## config.mk

```make
export PLATFORM = sky130hd
export DESIGN_NAME = apb_regbank_flat
export DESIGN_NICKNAME = d
export VERILOG_FILES = /design/src/rtl/apb_regbank_pkg.sv /design/src/rtl/apb_regbank_if.sv /design/src/rtl/apb_regbank_cell.sv /design/src/rtl/apb_regbank.sv /design/src/flat_wrapper.sv
export SDC_FILE = /design/constraint.sdc
export NUM_CORES = 1
export LEC_CHECK = 0
export ABC_AREA = 1
export BUFFER_PORTS_ARGS = -buffer_cell sky130_fd_sc_hd__clkbuf_2
export CORE_AREA = 3 3 240 242
export DETAILED_ROUTE_END_ITERATION = 8
export DIE_AREA = 0 0 243 245
export GPL_TIMING_DRIVEN = 0
export HOLD_SLACK_MARGIN = 0.06
export PLACE_DENSITY = 0.54
export SYNTH_ARGS = -nofsm -noshare
export SYNTH_HDL_FRONTEND = slang
export SYNTH_HIERARCHICAL = 1
export SYNTH_SLANG_ARGS = --single-unit
```

## constraint.sdc

```tcl
create_clock -name pclk -period 2.1 [get_ports pclk]
set_input_delay 0.21 -clock pclk [delete_from_list [all_inputs] [get_ports pclk]]
set_output_delay 0.21 -clock pclk [all_outputs]
set_load 0.1 [all_outputs]
```

## src/rtl/apb_regbank_pkg.sv

```systemverilog
// Shared types and helpers for the APB register bank.
//   state_e     : transfer FSM states (IDLE, ACCESS)
//   idx_shift() : byte-address to register-index shift for a data width
//   strb_merge(): byte-strobed merge of new write data into an old word
package apb_regbank_pkg;

    typedef enum logic {
        IDLE   = 1'b0,
        ACCESS = 1'b1
    } state_e;

    // Register index = byte address >> log2(bytes per word).
    function automatic int unsigned idx_shift(input int unsigned data_w);
        return $clog2(data_w / 8);
    endfunction

    // Works at the maximum width (64 bits / 8 lanes); callers zero-extend
    // their operands and keep only the low DATA_W bits of the result.
    function automatic logic [63:0] strb_merge(input logic [63:0] old_v,
                                               input logic [63:0] new_v,
                                               input logic [7:0]  strb);
        logic [63:0] merged;
        for (int b = 0; b < 8; b++) begin
            merged[b*8 +: 8] = strb[b] ? new_v[b*8 +: 8] : old_v[b*8 +: 8];
        end
        return merged;
    endfunction

endpackage

```

## src/rtl/apb_regbank_if.sv

```systemverilog
// APB bus bundle between the interconnect (master) and the register bank (slave).
//   paddr/psel/penable/pwrite/pwdata/pstrb : master -> slave request
//   pready/pslverr/prdata                  : slave -> master response
interface apb_regbank_if #(
    parameter int DATA_W = 32,
    parameter int ADDR_W = 32
);
    logic [ADDR_W-1:0]   paddr;
    logic                psel;
    logic                penable;
    logic                pwrite;
    logic [DATA_W-1:0]   pwdata;
    logic [DATA_W/8-1:0] pstrb;
    logic                pready;
    logic                pslverr;
    logic [DATA_W-1:0]   prdata;

    modport master (
        output paddr, psel, penable, pwrite, pwdata, pstrb,
        input  pready, pslverr, prdata
    );

    modport slave (
        input  paddr, psel, penable, pwrite, pwdata, pstrb,
        output pready, pslverr, prdata
    );
endinterface

```

## src/rtl/apb_regbank_cell.sv

```systemverilog
// One read/write register of the bank with byte-strobed update.
//   pclk    : clock, rising edge
//   preset  : synchronous active-high reset, loads RESET_VAL
//   we_i    : commit write this cycle
//   strb_i  : byte lanes to update
//   wdata_i : write data
//   q_o     : current register value
module apb_regbank_cell
    import apb_regbank_pkg::*;
#(
    parameter int                DATA_W    = 32,
    parameter logic [DATA_W-1:0] RESET_VAL = '0
) (
    input  logic                pclk,
    input  logic                preset,
    input  logic                we_i,
    input  logic [DATA_W/8-1:0] strb_i,
    input  logic [DATA_W-1:0]   wdata_i,
    output logic [DATA_W-1:0]   q_o
);

    logic [DATA_W-1:0] q_q;
    logic [DATA_W-1:0] q_d;
    logic [63:0]       merged;

    always_comb begin
        merged = strb_merge(64'(q_q), 64'(wdata_i), 8'(strb_i));
        q_d    = we_i ? merged[DATA_W-1:0] : q_q;
    end

    // NOTE: the register file is built from flops, not a RAM macro, so every
    // cell is reset; software relies on reading RESET_VAL after reset.
    always_ff @(posedge pclk) begin
        if (preset) begin
            q_q <= RESET_VAL;
        end else begin
            q_q <= q_d;
        end
    end

    assign q_o = q_q;

endmodule

```

## src/rtl/apb_regbank.sv

```systemverilog
// Parametrised APB slave register bank.
//   pclk    : clock, rising edge
//   preset  : synchronous active-high reset
//   bus     : APB slave port (apb_regbank_if.slave)
//   ro_in   : NUM_REGS*DATA_W hardware status; slice i read when RO_MASK[i]=1
//   reg_out : NUM_REGS*DATA_W RW register contents; read-only slices drive 0
module apb_regbank
    import apb_regbank_pkg::*;
#(
    parameter int                  DATA_W      = 32,
    parameter int                  ADDR_W      = 32,
    parameter int                  NUM_REGS    = 8,
    parameter int                  WAIT_STATES = 0,
    parameter logic [NUM_REGS-1:0] RO_MASK     = '0,
    parameter logic [DATA_W-1:0]   RESET_VAL   = '0
) (
    input  logic                         pclk,
    input  logic                         preset,
    apb_regbank_if.slave                 bus,
    input  logic [NUM_REGS*DATA_W-1:0]   ro_in,
    output logic [NUM_REGS*DATA_W-1:0]   reg_out
);

    localparam int          BYTES      = DATA_W / 8;
    localparam int          SHIFT      = idx_shift(DATA_W);
    localparam logic [ADDR_W-1:0] ALIGN_MASK = ADDR_W'(BYTES - 1);
    localparam logic [3:0]  WS         = 4'(WAIT_STATES);

    state_e            state_q;
    logic [3:0]        cnt_q;
    logic              pready_q;
    logic              pslverr_q;
    logic [DATA_W-1:0] prdata_q;

    // Request captured in the setup phase; the master may change its bus
    // signals once the setup cycle is over without affecting the transfer.
    logic [ADDR_W-1:0]  addr_q;
    logic               write_q;
    logic [DATA_W-1:0]  wdata_q;
    logic [BYTES-1:0]   strb_q;
    logic               err_q;

    logic [DATA_W-1:0]  cell_q [NUM_REGS];
    logic [NUM_REGS-1:0] we;

    logic [ADDR_W-1:0] dec_addr;
    logic              dec_write;
    logic [ADDR_W-1:0] dec_idx;
    logic              dec_hit;
    logic              dec_ro;
    logic [DATA_W-1:0] dec_val;
    logic              dec_err;
    logic [DATA_W-1:0] rd_val;
    logic              commit;

    // Decode the live bus during setup and the captured request afterwards,
    // so one decoder serves both the error check and the delayed read sample.
    // NOTE: every variable gets a default before any branch so no path
    // leaves it unassigned and no latch is inferred.
    always_comb begin
        dec_addr  = (state_q == IDLE) ? bus.paddr  : addr_q;
        dec_write = (state_q == IDLE) ? bus.pwrite : write_q;
        dec_idx   = dec_addr >> SHIFT;
        dec_hit   = 1'b0;
        dec_ro    = 1'b0;
        dec_val   = '0;
        for (int i = 0; i < NUM_REGS; i++) begin
            // The full-width index compare also rejects set upper address bits.
            if (dec_idx == ADDR_W'(i)) begin
                dec_hit = 1'b1;
                dec_ro  = RO_MASK[i];
                dec_val = RO_MASK[i] ? ro_in[i*DATA_W +: DATA_W] : cell_q[i];
            end
        end
        dec_err = ((dec_addr & ALIGN_MASK) != '0) || !dec_hit || (dec_write && dec_ro);
        rd_val  = (!dec_err && !dec_write) ? dec_val : '0;
    end

    // Completion edge of a legal write.
    assign commit = (state_q == ACCESS) && pready_q && bus.psel && bus.penable
                    && write_q && !err_q;

    always_comb begin
        we = '0;
        for (int i = 0; i < NUM_REGS; i++) begin
            we[i] = commit && (dec_idx == ADDR_W'(i));
        end
    end

    for (genvar g = 0; g < NUM_REGS; g++) begin : g_reg
        if (RO_MASK[g]) begin : g_ro
            // Read-only slot: no storage, reads come from ro_in.
            assign cell_q[g] = '0;
        end else begin : g_rw
            apb_regbank_cell #(
                .DATA_W    (DATA_W),
                .RESET_VAL (RESET_VAL)
            ) u_cell (
                .pclk    (pclk),
                .preset  (preset),
                .we_i    (we[g]),
                .strb_i  (strb_q),
                .wdata_i (wdata_q),
                .q_o     (cell_q[g])
            );
        end
        assign reg_out[g*DATA_W +: DATA_W] = cell_q[g];
    end

    // NOTE: sequential state uses non-blocking assignments so every register
    // samples pre-edge values regardless of statement order.
    always_ff @(posedge pclk) begin
        if (preset) begin
            state_q   <= IDLE;
            cnt_q     <= '0;
            pready_q  <= 1'b0;
            pslverr_q <= 1'b0;
            prdata_q  <= '0;
            addr_q    <= '0;
            write_q   <= 1'b0;
            wdata_q   <= '0;
            strb_q    <= '0;
            err_q     <= 1'b0;
        end else begin
            case (state_q)
                IDLE: begin
                    if (bus.psel && !bus.penable) begin
                        addr_q  <= bus.paddr;
                        write_q <= bus.pwrite;
                        wdata_q <= bus.pwdata;
                        strb_q  <= bus.pstrb;
                        err_q   <= dec_err;
                        cnt_q   <= WS;
                        state_q <= ACCESS;
                        if (WAIT_STATES == 0) begin
                            pready_q  <= 1'b1;
                            pslverr_q <= dec_err;
                            prdata_q  <= rd_val;
                        end
                    end
                end
                ACCESS: begin
                    if (!bus.psel) begin
                        // Master abort: drop the transfer without writing.
                        state_q   <= IDLE;
                        cnt_q     <= '0;
                        pready_q  <= 1'b0;
                        pslverr_q <= 1'b0;
                        prdata_q  <= '0;
                    end else if (bus.penable) begin
                        if (pready_q) begin
                            state_q   <= IDLE;
                            pready_q  <= 1'b0;
                            pslverr_q <= 1'b0;
                            prdata_q  <= '0;
                        end else begin
                            cnt_q <= cnt_q - 4'd1;
                            if (cnt_q == 4'd1) begin
                                pready_q  <= 1'b1;
                                pslverr_q <= err_q;
                                prdata_q  <= rd_val;
                            end
                        end
                    end
                end
                default: state_q <= IDLE;
            endcase
        end
    end

    assign bus.pready  = pready_q;
    assign bus.pslverr = pslverr_q;
    assign bus.prdata  = prdata_q;

endmodule

```

## src/flat_wrapper.sv

```systemverilog
// flat-port wrapper written by rule: the top's interface ports become plain ports
module apb_regbank_flat import apb_regbank_pkg::*;
#(
    parameter int                  DATA_W      = 32,
    parameter int                  ADDR_W      = 32,
    parameter int                  NUM_REGS    = 8,
    parameter int                  WAIT_STATES = 0,
    parameter logic [NUM_REGS-1:0] RO_MASK     = '0,
    parameter logic [DATA_W-1:0]   RESET_VAL   = '0
)
  (pclk, preset, ro_in, reg_out, bus_paddr, bus_psel, bus_penable, bus_pwrite, bus_pwdata, bus_pstrb, bus_pready, bus_pslverr, bus_prdata);
  apb_regbank_if #(.DATA_W(DATA_W), .ADDR_W(ADDR_W)) bus_i ();
  input  logic pclk;
  input  logic preset;
  input  logic [NUM_REGS*DATA_W-1:0] ro_in;
  output logic [NUM_REGS*DATA_W-1:0] reg_out;
  input wire logic [$bits(bus_i.paddr)-1:0] bus_paddr;
  input wire logic [$bits(bus_i.psel)-1:0] bus_psel;
  input wire logic [$bits(bus_i.penable)-1:0] bus_penable;
  input wire logic [$bits(bus_i.pwrite)-1:0] bus_pwrite;
  input wire logic [$bits(bus_i.pwdata)-1:0] bus_pwdata;
  input wire logic [$bits(bus_i.pstrb)-1:0] bus_pstrb;
  output wire logic [$bits(bus_i.pready)-1:0] bus_pready;
  output wire logic [$bits(bus_i.pslverr)-1:0] bus_pslverr;
  output wire logic [$bits(bus_i.prdata)-1:0] bus_prdata;
  assign bus_i.paddr = bus_paddr;
  assign bus_i.psel = bus_psel;
  assign bus_i.penable = bus_penable;
  assign bus_i.pwrite = bus_pwrite;
  assign bus_i.pwdata = bus_pwdata;
  assign bus_i.pstrb = bus_pstrb;
  assign bus_pready = bus_i.pready;
  assign bus_pslverr = bus_i.pslverr;
  assign bus_prdata = bus_i.prdata;
  apb_regbank #(.DATA_W(DATA_W), .ADDR_W(ADDR_W), .NUM_REGS(NUM_REGS), .WAIT_STATES(WAIT_STATES), .RO_MASK(RO_MASK), .RESET_VAL(RESET_VAL)) u_core (.pclk(pclk), .preset(preset), .bus(bus_i), .ro_in(ro_in), .reg_out(reg_out));
endmodule
```

== Word level (Yosys, flattened, before mapping) ==
Index checks and enable logic that the tools add are counted.
Operators by class
  add/sub/neg operators: 1
  equal/unequal tests: 12
  muxes and demuxes: 47
  bitwise gates (word level): 1
  reduce and logical (&&, ||, !) cells: 59
Operator list (number)
  $mux W32: 15
  $eq A30 B3 Y1 const B: 4
  $reduce_and A2 Y1: 34
  $pmux W32 S2: 1
  $eq A30 B2 Y1 const B: 2
  $logic_not A32 Y1: 1
  $reduce_bool A32 Y1: 1
  $eq A30 B1 Y1 const B: 1
  $mux W1: 23
  $mux W4: 4
  $logic_and A1 B1 Y1: 15
  $pmux W4 S2: 1
  $ne A3 B3 Y1 const B: 2
  $pmux W1 S2: 3
  $reduce_and A3 Y1: 2
  $logic_not A1 Y1: 5
  $eq A4 B1 Y1 const B: 1
  $ne A4 B4 Y1 const B: 1
  $sub A4 B1 Y4 const B: 1
  $ne A2 B2 Y1 const B: 1
  $logic_or A1 B1 Y1: 1
  $not A1 Y1: 1
Storage, ports and cells
  bits in registers: 365
  output and inout bits: 290

== Longest topological paths before layout ==
  depth after elaboration: 20
  depth in mapped cells: 21

== Modules after synthesis ==
Netlist, hierarchy kept.
By module, submodules not included
  apb_regbank_cell: times used 8, cells an instance 204, area an instance 1310.0 um2, sequential area each 640.6 um2
  apb_regbank: times used 1, cells an instance 1276, area an instance 7205.7 um2, sequential area each 2182.1 um2

== Worst setup path before layout ==
Ideal clock, no wire load.
  kind: register -> register
  start: register u_core.pready_q, in the netlist u_core/bus.pready
  end: register u_core.g_reg[3].g_rw.u_cell.q_q[14]
  setup time: 0.113 ns
  arrival time: 2.355 ns
  data required time: 1.987 ns
  slack: -0.368 ns
  stages on the path, launching flop included: 9
  clock period less this slack: 2.468 ns
  cell sequence: dfxtp_1 > nand2_1 > nor3_1 > nand3_1 > nor3_1 > nand2_1 > buf_4 > nor2_1 > nor2_1
On the way
  word-level cells in the longest chain between the ends: 7
RTL lines
  from (decl): line apb_regbank.sv:31  | logic pready_q;
  from (signal assigned): line apb_regbank.sv:116  | pready_q <= 1'b0;
  from (signal assigned): line apb_regbank.sv:136  | pready_q <= 1'b1;
  from (signal assigned): line apb_regbank.sv:147  | pready_q <= 1'b0;
  $logic_and A1 B1 Y1 (3 in a row): line apb_regbank.sv:80  | assign commit = (state_q == ACCESS) && pready_q && bus.psel && bus.penable
  $logic_and A1 B1 Y1 (2 in a row): line apb_regbank.sv:81  | && write_q && !err_q;
  $logic_and A1 B1 Y1: line apb_regbank.sv:86  | we[i] = commit && (dec_idx == ADDR_W'(i));
  net u_core.we[3]: line apb_regbank.sv:44  | logic [NUM_REGS-1:0] we;
  $reduce_and A2 Y1 (no line)
  to (signal assigned): line apb_regbank_cell.sv:37  | q_q <= q_d;
  to (decl): line apb_regbank_cell.sv:22  | logic [DATA_W-1:0] q_q;
The timed path passes the listed nets, and every way through them passes these cells.
A chain may end at the register's enable or synchronous reset.

== Final worst setup path ==
  start: register u_core.state_q
  end: register u_core.g_reg[7].g_rw.u_cell.q_q[1]
On the way
  word-level cells in the longest chain between the ends: 7
  elaborated cells between the ends (all ways): 9
RTL lines
  from (decl): line apb_regbank.sv:29  | state_e state_q;
  from (signal assigned): line apb_regbank.sv:114  | state_q <= IDLE;
  from (signal assigned): line apb_regbank.sv:134  | state_q <= ACCESS;
  from (signal assigned): line apb_regbank.sv:145  | state_q <= IDLE;
  parallel branches: the longest is 5 deep, another holds $mux W32
  $logic_and A1 B1 Y1 (*): line apb_regbank.sv:86
  net u_core.we[7]: line apb_regbank.sv:44
  $reduce_and A2 Y1 (no line) (*)
  to (signal assigned): line apb_regbank_cell.sv:37
  to (decl): line apb_regbank_cell.sv:22
Mark *: on every way through the listed nets, which the timed path passes.

==> impl_metrics.json <==
{
  "avgRoutedWirePerCell_um": 17.8,
  "synth_cell_types": 38,
  "cp-end-kind": "flip-flop",
  "grt_pass1_wl_mm": 109,
  "setup-tns-final_ns": -111.94,
  "synth_xor_area_frac": 0.000495,
  "dieArea_um2": 59500,
  "die_w_um": 243,
  "power.switching_w": 0.00402,
  "slowest_delay_ns": 0.38,
  "synth-seq-cells": 365,
  "power_w": 0.0166,
  "drive_above_1_share": 0.245,
  "die_h_um": 245,
  "grt_max_degree": 13,
  "power.internal_w": 0.0126,
  "cts_tree": "yes",
  "postSynthCellCount": 2908,
  "async_flop_share": 0,
  "pwr-share-seq": 0.440,
  "clock.fmax_mhz": 388,
  "nets": 3804,
  "crit_family": "simple AND/OR/NAND/NOR gates",
  "cts.sinks": 365,
  "dr.pass1.iters": 5,
  "drt-vias-per-instance": 4.52,
  "cp.arrival_ns": 3.05,
  "power.leakage_nw": 13.8,
  "synthToLayoutAreaGrowth_pct": 43.7,
  "yosysWarningCount": 6,
  "syn_area_um2": 17700,
  "dp.cells": 4018,
  "comb_power_share": 0.051,
  "syn_avg_cell_area_um2": 6.08,
  "gp_congestion": 0.869,
  "path_buf_inv": 7,
  "period_needed_ns": 2.58,
  "power_density_nw_per_um2": 653,
  "clk_pin_slew_ns": 0.06,
  "synth_nets": 3242,
  "hpwl_mm": 58.3,
  "ant_nets": 0,
  "crit_type": "flip-flop to flip-flop",
  "setup_violations": 305,
  "synth.area.top_cells": "dfxtp_1 41%, nand2_1 18%, nor2_1 18%",
  "initial_core_util": 0.320,
  "antenna_found_initial": 1,
  "io_pins": 619,
  "cp_slowest_cell": "dfxtp_4",
  "drc_errors": 0,
  "crit_top_cell": "nor2_4",
  "grt_usage": 0.243,
  "slew_viol_final": 0,
  "layout_setup_ws_ns": -0.479,
  "rsz0062_at_grt": "yes",
  "clk_latency_ns": 0.58,
  "finClkSkew_ns": 0.0309,
  "maxCapViolations": 0,
  "port_buffers": 362,
  "clock_path_buffers": 3,
  "vias": 19200,
  "numCtsBuffers": 44,
  "synthAdderAreaFrac": 0.00354,
  "timing.final.crit_share": 1.23,
  "required_ns": 2.57,
  "synth_top_family_by_area": "simple AND/OR/NAND/NOR gates",
  "core_um2": 55300,
  "synth-compound-area-share": 0.0460,
  "cts-root-buf": "clkbuf_16",
  "synth_ff_type": "dfxtp_1",
  "drtIter0Drc": 1443,
  "n_antenna_cell": 0,
  "hp-class": "input pin to flip-flop",
  "synth-simple-area-share": 0.400,
  "pre_cts_slack_ns": -1.20,
  "hold_viol": 0,
  "grt_overflow_total": 0,
  "clockPowerShare": 0.509,
  "fin_cells": 4253,
  "nFillCells": 5890,
  "start_kind": "flip-flop",
  "grt_pass1_vias": 17200,
  "status": "complete, but fails checks",
  "path_max_fanout": 7,
  "cts.htree.levels": 2,
  "slew_headroom": 0.0978,
  "worstMarginPinSlew_ns": 1.35,
  "whs_ns": 0.183,
  "yosysSeqAreaShare": 0.413,
  "synth_top_area_frac": 0.413,
  "ir_drop_v": 0.000534,
  "row_count": 86,
  "violations": "setup timing",
  "yosysTopAreaCell": "dfxtp_1",
  "synth_edf_count": 0,
  "muxShareOfSynthArea": 0,
  "p_sw_frac": 0.242,
  "synthTopCellsByCount": "833 x nand2_1, 825 x nor2_1, 440 x inv_1",
  "path_cells": "buf_8, inv_8, buf_12, nor2_4, nand3_2, nand2_2, nand2_4, nor2_8, buf_8, nand4_4, nor2_4, inv_2, nor2_4, buf_12, nand2_8, clkbuf_16, nor2_1, nor2_1",
  "routed_wl_mm": 75.7,
  "synth.most_common_cell": "nand2_1"
}
==> power groups by stage <==
stage | Clock, W | Combinational, W | Sequential [W]
detailed placement | 0 | 0.000669 | 0.00740
global placement | 0 | 0.000665 | 0.00740
floorplan | 0 | 0.000374 | 0.00731
CTS | 0.00863 | 0.000797 | 0.00726
global route | 0.00887 | 0.000928 | 0.00731
finish | 0.00844 | 0.000842 | 0.00730
==> per-layer routing <==
| layer | up-vias | global-route usage | share of wire |
|---|---|---|---|
| met5 | - | 0 | 0 |
| met4 | 0 | 0.0773 | 0.028 |
| met3 | 103 | 0.0458 | 0.062 |
| met2 | 574 | 0.395 | 0.45 |
| met1 | 8807 | 0.326 | 0.45 |
| li1 | 9751 | - | - |
==> sequential cells by signal, indices dropped and copies added, names as in the netlist <==
name / count
u_core/bus.prdata: 32
u_core/state_q: 1
u_core/bus.pready: 1
u_core/addr_q: 32
u_core/err_q: 1
u_core/cnt_q: 4
u_core/write_q: 1
u_core/bus.pslverr: 1
u_core/g.g_rw.u_cell/q_o: 256
u_core/strb_q: 4
u_core/wdata_q: 32
==> final timing paths <==
path	slack, ns	end	cells after the start	start
max	-0.48	u_core/g_reg[7].g_rw.u_cell/q_o[1]	18	u_core/state_q
min	0.18	u_core/cnt_q[0]	7	bus_psel
max reg2reg	-0.48	u_core/g_reg[7].g_rw.u_cell/q_o[1]	18	u_core/state_q
min reg2reg	0.44	u_core/cnt_q[2]	1	u_core/cnt_q[2]
==> worst register-to-register path, delay by kind of cell, from the launching register on <==
family / cells / cell delay [ns]
buffers and inverters: 7 / 0.97
DFF: 1 / 0.38
and+or+nand+nor: 11 / 1.12
==> cell usage in the layout (no fill, tap or decap), types with 58 or more instances in the layout <==
cell type and count:
buf_6 58, o21ai_0 91, dfxtp_1 363, clkbuf_2 367
nor2_2 68, nor2_1 729, inv_1 436, dlygate4sd3_1 71
clkbuf_16 58, nand2_1 778, nand3_1 66
==> metrics by stage <==
step                utilization  instance area, µm²
global route              0.459               25400
finish                    0.459               25400
floorplan                     -               17800
CTS                       0.429               23700
detailed placement        0.372               20600
global placement          0.372               20600
==> repair_timing <==
action / in CTS / in global routing
endpoints found under the hold margin: 72 / 0
setup endpoints to repair: 304 / 322
gates cloned: 4 / 21
hold buffers: 71 / 0
setup buffers: 23 / 35
gates resized for setup: 143 / 304
pin swaps: 17 / 51
==> cell families (layout without fill, tap and decap cells) <==
group | Yosys count | count (layout)
AO/OA/AOI/OAI | 159 | 159
XOR/XNOR | 1 | 1
adder cells (fa/ha/maj) | 5 | 5
buffers and inverters | 573 | 1170
flip-flops | 365 | 365
AND/OR/NAND/NOR | 1805 | 1805
==> final cells by class <==
class | count | area (µm²) | area share
Multi-Input combinational cell | 1970 | 9140 | 0.360
Sequential cell | 365 | 7310 | 0.288
Timing Repair Buffer | 516 | 3600 | 0.142
Inverter | 453 | 1740 | 0.0685
Clock buffer | 66 | 1370 | 0.0538
Buffer | 120 | 1070 | 0.0423
Tap cell | 748 | 936 | 0.0368
Clock inverter | 15 | 236 | 0.00931
No activity file was read; power rests on OpenSTA's default activity.
